`config.mk`:
```
export PLATFORM = sky130hd
export DESIGN_NAME = sauce_timer_arbiter
export DESIGN_NICKNAME = d
export VERILOG_FILES = /design/src/rtl/sauce_timer_arbiter.sv
export SDC_FILE = /design/constraint.sdc
export NUM_CORES = 1
export LEC_CHECK = 0
export CAP_MARGIN = 30
export CORE_UTILIZATION = 35
export CTS_BUF_LIST = sky130_fd_sc_hd__clkbuf_16
export CTS_CLUSTER_SIZE = 10
export DETAILED_ROUTE_END_ITERATION = 6
export GPL_ROUTABILITY_DRIVEN = 0
export GPL_TIMING_DRIVEN = 0
export MAX_ROUTING_LAYER = met4
export SYNTH_ARGS = -nofsm -noshare
export SYNTH_HDL_FRONTEND = slang
export SYNTH_SLANG_ARGS = --single-unit
```
`constraint.sdc`:
```
create_clock -name clk -period 2.1 [get_ports clk]
set_input_delay 0.21 -clock clk [delete_from_list [all_inputs] [get_ports clk]]
set_output_delay 0.21 -clock clk [all_outputs]
set_load 0.01 [all_outputs]
```
`src/rtl/sauce_timer_arbiter.sv`:
```
// Round-robin shared seconds-countdown timer for the Flag Vending Machine.
// One requester at a time owns the timer; completion is signalled with a one-cycle done pulse.
module sauce_timer_arbiter #(
   parameter int N_REQ   = 4,
   parameter int CLK_DIV = 20000000,
   parameter int SEC_W   = 8
) (
   input  logic                   clk,
   input  logic                   rst,
   input  logic [N_REQ-1:0]       req,
   input  logic [N_REQ*SEC_W-1:0] req_secs,
   output logic [N_REQ-1:0]       grant,
   output logic [N_REQ-1:0]       done,
   output logic                   busy,
   output logic [SEC_W-1:0]       remaining,
   output logic                   tick_1hz
);

   localparam int IDX_W = (N_REQ > 1) ? $clog2(N_REQ) : 1;
   localparam int PRE_W = $clog2(CLK_DIV + 1);
   localparam logic [PRE_W-1:0] PRE_LAST = PRE_W'(CLK_DIV - 1);
   localparam logic [IDX_W-1:0] IDX_LAST = IDX_W'(N_REQ - 1);

   typedef enum logic [1:0] {IDLE, RUN, DONE} state_t;

   state_t           state, state_nxt;
   logic [PRE_W-1:0] presc, presc_nxt;
   logic [IDX_W-1:0] ptr, ptr_nxt;
   logic [IDX_W-1:0] own, own_nxt;
   logic [N_REQ-1:0] grant_nxt, done_nxt;
   logic             busy_nxt, tick_nxt;
   logic [SEC_W-1:0] rem_nxt;
   logic             win_vld;
   logic [IDX_W-1:0] win_idx;
   logic [SEC_W-1:0] win_secs;
   logic             tick_due;

   function automatic logic [IDX_W-1:0] wrap_idx(input int base, input int off);
      int s;
      s = base + off;
      if (s >= N_REQ) s = s - N_REQ;
      return IDX_W'(s);
   endfunction

   function automatic logic [N_REQ-1:0] onehot(input logic [IDX_W-1:0] i);
      logic [N_REQ-1:0] v;
      v    = '0;
      v[i] = 1'b1;
      return v;
   endfunction

   // Search from the pointer upward; iterating backwards lets the nearest requester win.
   always_comb begin
      win_vld = 1'b0;
      win_idx = '0;
      for (int k = N_REQ - 1; k >= 0; k--) begin
         if (req[wrap_idx(int'(ptr), k)]) begin
            win_vld = 1'b1;
            win_idx = wrap_idx(int'(ptr), k);
         end
      end
   end

   assign win_secs = req_secs[int'(win_idx)*SEC_W +: SEC_W];
   assign tick_due = (presc == PRE_LAST);

   always_comb begin
      state_nxt = state;
      presc_nxt = presc;
      ptr_nxt   = ptr;
      own_nxt   = own;
      grant_nxt = grant;
      done_nxt  = '0;
      busy_nxt  = busy;
      rem_nxt   = remaining;
      tick_nxt  = 1'b0;
      case (state)
         IDLE: begin
            presc_nxt = '0;
            rem_nxt   = '0;
            if (win_vld) begin
               grant_nxt = onehot(win_idx);
               own_nxt   = win_idx;
               busy_nxt  = 1'b1;
               rem_nxt   = win_secs;
               ptr_nxt   = (win_idx == IDX_LAST) ? '0 : win_idx + IDX_W'(1);
               if (win_secs != '0) begin
                  state_nxt = RUN;
               end else begin
                  state_nxt = DONE;
                  done_nxt  = onehot(win_idx);
               end
            end
         end
         RUN: begin
            // Owner withdrawal beats a coincident tick: no done is ever issued on abort.
            if (!req[own]) begin
               grant_nxt = '0;
               busy_nxt  = 1'b0;
               rem_nxt   = '0;
               presc_nxt = '0;
               state_nxt = IDLE;
            end else begin
               presc_nxt = tick_due ? '0 : presc + PRE_W'(1);
               if (tick_due) begin
                  tick_nxt = 1'b1;
                  rem_nxt  = (remaining != '0) ? remaining - SEC_W'(1) : '0;
                  if (remaining == SEC_W'(1)) begin
                     done_nxt  = onehot(own);
                     state_nxt = DONE;
                  end
               end
            end
         end
         DONE: begin
            grant_nxt = '0;
            busy_nxt  = 1'b0;
            rem_nxt   = '0;
            presc_nxt = '0;
            state_nxt = IDLE;
         end
         default: begin
            grant_nxt = '0;
            busy_nxt  = 1'b0;
            rem_nxt   = '0;
            presc_nxt = '0;
            state_nxt = IDLE;
         end
      endcase
   end

   always_ff @(posedge clk or posedge rst) begin
      if (rst) begin
         state     <= IDLE;
         presc     <= '0;
         ptr       <= '0;
         own       <= '0;
         grant     <= '0;
         done      <= '0;
         busy      <= 1'b0;
         remaining <= '0;
         tick_1hz  <= 1'b0;
      end else begin
         state     <= state_nxt;
         presc     <= presc_nxt;
         ptr       <= ptr_nxt;
         own       <= own_nxt;
         grant     <= grant_nxt;
         done      <= done_nxt;
         busy      <= busy_nxt;
         remaining <= rem_nxt;
         tick_1hz  <= tick_nxt;
      end
   end

endmodule
```
Yosys cells after proc, flatten, opt, wreduce, memory -nomap -nowiden. Index checks and enable logic that the tools add are counted.

Output and inout port bits: 18. Input port bits: 38. Register bits after elaboration: 49. Word-level logic and storage cells: 104.

Reductions and logical operators: 8. Shifts and indexed selects: 1. $add $sub $neg: 10. Order comparisons: 12. Eq/ne operators: 8. Mux-type cells: 56.

Operators with widths (count): $mux W25 (3); $mux W8 (4); $shiftx A32 B6 Y8 (1); $mux W2 (14); $mux W4 (7); $add A25 B1 Y25 const B (1); $eq A25 B25 Y1 const B (1); $lt A2 B3 Y1 const B (6); $mux W1 (16); $pmux W4 S2 (2); $pmux W8 S2 (1); $reduce_bool A8 Y1 (2); $bmux W1 S2 (5); $ge A3 B3 Y1 const B (3); $eq A8 B1 Y1 const B (1); $sub A2 B1 Y2 const B (4); $sub A8 B1 Y8 const B (1); $add A2 B2 Y3 const B (2); $ne A3 B3 Y1 const B (2); $demux W1 S2 (2); $ge A2 B1 Y1 const B (2); $ne A2 B2 Y1 const B (2); $pmux W2 S2 (1); $reduce_and A2 Y1 (2); 9 further kinds (10).

Longest topological paths before layout.
Word-level depth: 16. Depth in mapped cells: 10. Gate-level depth less buffers: 8.

Least setup slack after synthesis. Ideal clock, no wire load.

Kind: reg2reg. Start point: reg ptr[0]. End point: reg done[1]. Cell stages (with the launch flop): 11. Setup slack: 0.023 ns. Arrival: 1.955 ns. Setup time: 0.122 ns. Buffers on the path: 2. Clock period less this slack: 2.077 ns. Data required time: 1.978 ns. Cell sequence: dfrtp_1 > nand2b_1 > nor2b_1 > o22a_2 > buf_8 > buf_12 > mux2i_1 > mux2_2 > nand4_1 > nor2_2 > a32o_1.

Longest elaborated chain between the ends: 16. Elaborated cells between the ends (all ways): 41. Classes of those cells: add/sub: 7; order compare: 6; shift: 1; mux: 25; reduce/logical: 2.

Ends and longest elaborated chain: from (decl) (line 28) `logic [IDX_W-1:0] ptr, ptr_nxt;`; from (signal assigned) (line 146) `ptr <= ptr_nxt;`; $add A2 B2 Y3 (line 40) `s = base + off;`; $ge A3 B3 Y1 or $sub A2 B1 Y2 (tied branches) (line 41) `if (s >= N_REQ) s = s - N_REQ;`; $mux W2 (line 41); $bmux W1 S2 (line 57) `if (req[wrap_idx(int'(ptr), k)]) begin`; $mux W1 (implied by the code) (line 57); $mux W2 (3 in a row) (line 57); $mux W2 (*) (line 57); via win_idx[1] (line 34) `logic [IDX_W-1:0] win_idx;`; parallel branches: the longest is 4 deep, another holds $shiftx A32 B6 Y8; $mux W4 (*) (line 87) `if (win_secs != '0) begin`; $mux W4 (*) (line 81) `if (win_vld) begin`; $pmux W4 S2 (*) (line 77) `case (state)`; via done_nxt[1] (line 30) `logic [N_REQ-1:0] grant_nxt, done_nxt;`; to (signal assigned) (line 149) `done <= done_nxt;`; to (decl) (line 13) `output logic [N_REQ-1:0] done,`.

Mark *: on every way through the listed nets, which the timed path passes. The select of a mux whose other input is x is not followed. A chain may end at the register's enable or synchronous reset.

Final worst setup path.
Start point: reg ptr[0]. End point: reg done[3].

Same word-level chain as after synthesis.

==> flow_summary.toml <==
[outcome]
outcome = "complete, but fails checks"
failing_checks = "negative setup slack"

[worst_hold_path]
worst_hold_path_type = "primary input to asynchronous set/reset pin"

[synth]
synth_top_area_cell = "dfrtp_1"
combinational_family_with_the_most_area_after_synthesis = "simple AND/OR/NAND/NOR gates"
syn_area_per_cell_um2 = 9.872
synth.top_cell.area_share = 0.4420
syn_area_um2 = 2774
synthesis.yosys.warnings = 0
syn_inst = 281
post_synth_fa_ha_maj_area_fraction = 0.03157
share_of_flip_flops_with_an_asynchronous_set_or_reset = 1.000
yosysMostFrequentCell = "dfrtp_1"
synth_compound_area_frac = 0.1164
synthDistinctLibCells = 45
synthMuxAreaShare = 0.1033
synth-seq-area-share = 0.4420
ys_top_cells_by_area = "dfrtp_1 44%, mux2i_1 6.1%, nor2_1 5.1%"
synth-edff-count = 0
synth_top_cells_by_count = "49 x dfrtp_1, 38 x nor2_1, 23 x nand2_1"
synth_fp_nets = 326
yosys_register_bits = 49
simple_logic_cell_fraction_of_the_synthesized_area = 0.1985
synth_top_flop_cell = "dfrtp_1"
synth_xor_area_frac = 0.06946

[clocking]
cts_root_buf = "clkbuf_16"
post_cts_hold_buffer_count = 0
clock_tree_from_tritoncts = "built"
clk_latency_ns = 0.28
clkSinkCount = 49
clock_slew_seen_by_the_registers_of_the_worst_setup_and_hold_paths_ns = 0.06
cts-root-to-sink-buffers = 2
cts.htree.levels = 2
cts_made_buffers = 5

[floorplanning]
die_h_um = 91.03
die-area_um2 = 8286
rows = 32
boundaryPins = 56
placeable_core_region_um2 = 7687
initial_core_util = 0.3608
die_x_um = 91.03

[route]
postRouteAntennaNets = 0
drt-pass1-iter-count = 4
post-route-drc-count = 0
detail_route.vias_per_cell = 5.068
total_wirelength_um = 7117
vias = 2377
drt-initial-drc-count = 53
routed_wire_length_per_instance_um = 15.17

[setup_path]
worstReg2RegStart = "ptr[0]$_DFFE_PP0P_"
r2r-end = "done[3]$_DFF_PP0_"
slowest_cp_cell = "dfrtp_1"
list_of_cells_traversed_by_the_critical_path = "nand2b_4 -> nor2b_4 -> o22a_2 -> buf_8 -> buf_12 -> mux2i_2 -> mux2_4 -> nand4_1 -> nor2_4 -> a32o_1"
timing.critical_path.arrival_ns = 2.39
critPathRequiredTime_ns = 2.27
rrSetupSlack_ns = -0.12
critPathMaxStageDelay_ns = 0.39
critical_path_peak_fanout = 5
r2r_cells = 10
setup.worst_path.start_class = "flip-flop"
critical_path_class = "flip-flop to flip-flop"
worstSetupEndpointType = "flip-flop"

[placed_design]
place.detailed.instances = 439
preCtsSetupSlack_ns = -0.6160
dp_hpwl_um = 5005
io_buffer_count = 55

[layout]
multi_input_combinational_cell_area_um2 = 1553
post_layout_nonfiller_instances = 469
layout.core_utilization = 0.5171
final.fill_count = 737
post_route_cells_drive_above_1_share = 0.1907
area_delta_synth_final_pct = 43.30
finish.net_count = 411
regArea_um2 = 1226
antenna_cells = 0

[timing]
fin_worst_skew_ns = 0.006692
finalHoldWorstSlack_ns = 0.2065
period_share = 1.057
drv_slew = 0
worstMarginPinSlew_ns = 0.3821
maxSlewHeadroom = 0.7453
fmaxAchievable_ghz = 0.4507
setup_tns_ns = -0.6371
setup_slack_ns = -0.1188
finalHoldViolations = 0
finalSetupViolations = 8
grt_setup_unrepaired = "yes"
min_period_ns = 2.219

[grt]
grt_use_total = 0.1861
grt_first_pass_wirelength_um = 11990
globalRoute.totalOverflow = 0
grt_antenna_before_repair = 0
grt_pass1_vias = 2422
grt_start_max_net_pins = 37

[power_and_ir_drop]
power.leakage_uw = 0.001717
ir_drop_mv = 0.5897
p_per_area_nw_per_um2 = 1137

[flow_run]
max_cap_viol_count = 0
## how the worst max path moves through the flow
stage	from	depth (start not counted)	slack (ns)	to
3_5_place_dp	req[1]	9	-0.62	done[3]$_DFF_PP0_
4_1_cts	ptr[0]$_DFFE_PP0P_	10	-0.10	done[2]$_DFF_PP0_
6_report	ptr[0]$_DFFE_PP0P_	10	-0.12	done[3]$_DFF_PP0_
2_1_floorplan	ptr[0]$_DFFE_PP0P_	10	0.02	done[1]$_DFF_PP0_
3_3_place_gp	req[1]	9	-0.59	done[0]$_DFF_PP0_
5_1_grt	ptr[0]$_DFFE_PP0P_	11	-0.22	done[3]$_DFF_PP0_
## layer usage
metal / up-vias / part of all wire / global-route usage
met5: - / 0 / -
met4: 0 / 0.0041 / 0.03175
met3: 2 / 0.026 / 0.03350
met2: 34 / 0.49 / 0.3043
met1: 1165 / 0.48 / 0.2451
li1: 1176 / - / -
## worst max-delay path, delay by kind of cell (launching register included)
family                 cells  cell delay, ns
buffers and inverters      2            0.28
flip-flops                 1            0.39
AO/OA/AOI/OAI              2            0.50
multiplexers               2            0.41
AND/OR/NAND/NOR            4            0.52
## cells by family (layout without fill, tap and decap cells)
logic type                 count (synthesis)  in the layout
AOI/OAI and AO/OA                         43             43
xor gates and xnor gates                  22             22
adders and majority gates                  7              7
buffers and inverters                     20            106
DFF                                       49             49
muxes                                     26             26
and+or+nand+nor                          114            114
## metrics by stage
| step | cell area, µm² | power (µW) |
|---|---|---|
| CTS | 3864 | 4426 |
| detailed placement | 3472 | 3135 |
| floorplan | 2774 | 2477 |
| global placement | 3452 | 3105 |
| global route | 3975 | 4815 |
| finish | 3975 | 4520 |
## final cells by class
type                    count  share of cell area
plain buffers              10             0.02203
well taps                 102             0.03211
clock buffers               5             0.03148
clock inverters             3            0.009443
inverters                  10            0.009443
repair buffers             78              0.1964
multi-input cells         212              0.3906
flip-flops and latches     49              0.3085
## registers in the layout, summed over array words and instances (netlist names)
name,flops
own,2
tick_1hz,1
state,2
ptr,2
presc,25
grant,4
done,4
busy,1
remaining,8
## where the power goes
group / leakage [µW] / switching [µW] / total [µW] / internal (µW)
registers: 0.000661 / 187 / 1310 / 1120
clock network: 0.0000826 / 324 / 877 / 553
logic: 0.000973 / 1120 / 2330 / 1220
total: 0.00172 / 1630 / 4520 / 2890
## timing repair
action	in CTS	in global routing
resized for setup	23	18
pin swaps	7	14
gates cloned	1	0
setup buffers	16	6
endpoints found under the setup margin	36	35
## layout by cell type, fill, tap and decap left out, drive strengths merged, types with 10 or more instances in the layout
cell / instances
clkbuf: 10
nand2: 23
nor2: 39
buf: 28
xor2: 14
nand3: 18
clkdlybuf4s50: 53
mux2i: 17
o21ai: 12
inv: 11
dfrtp: 49
Note: power is estimated with default switching activity, not from simulation.
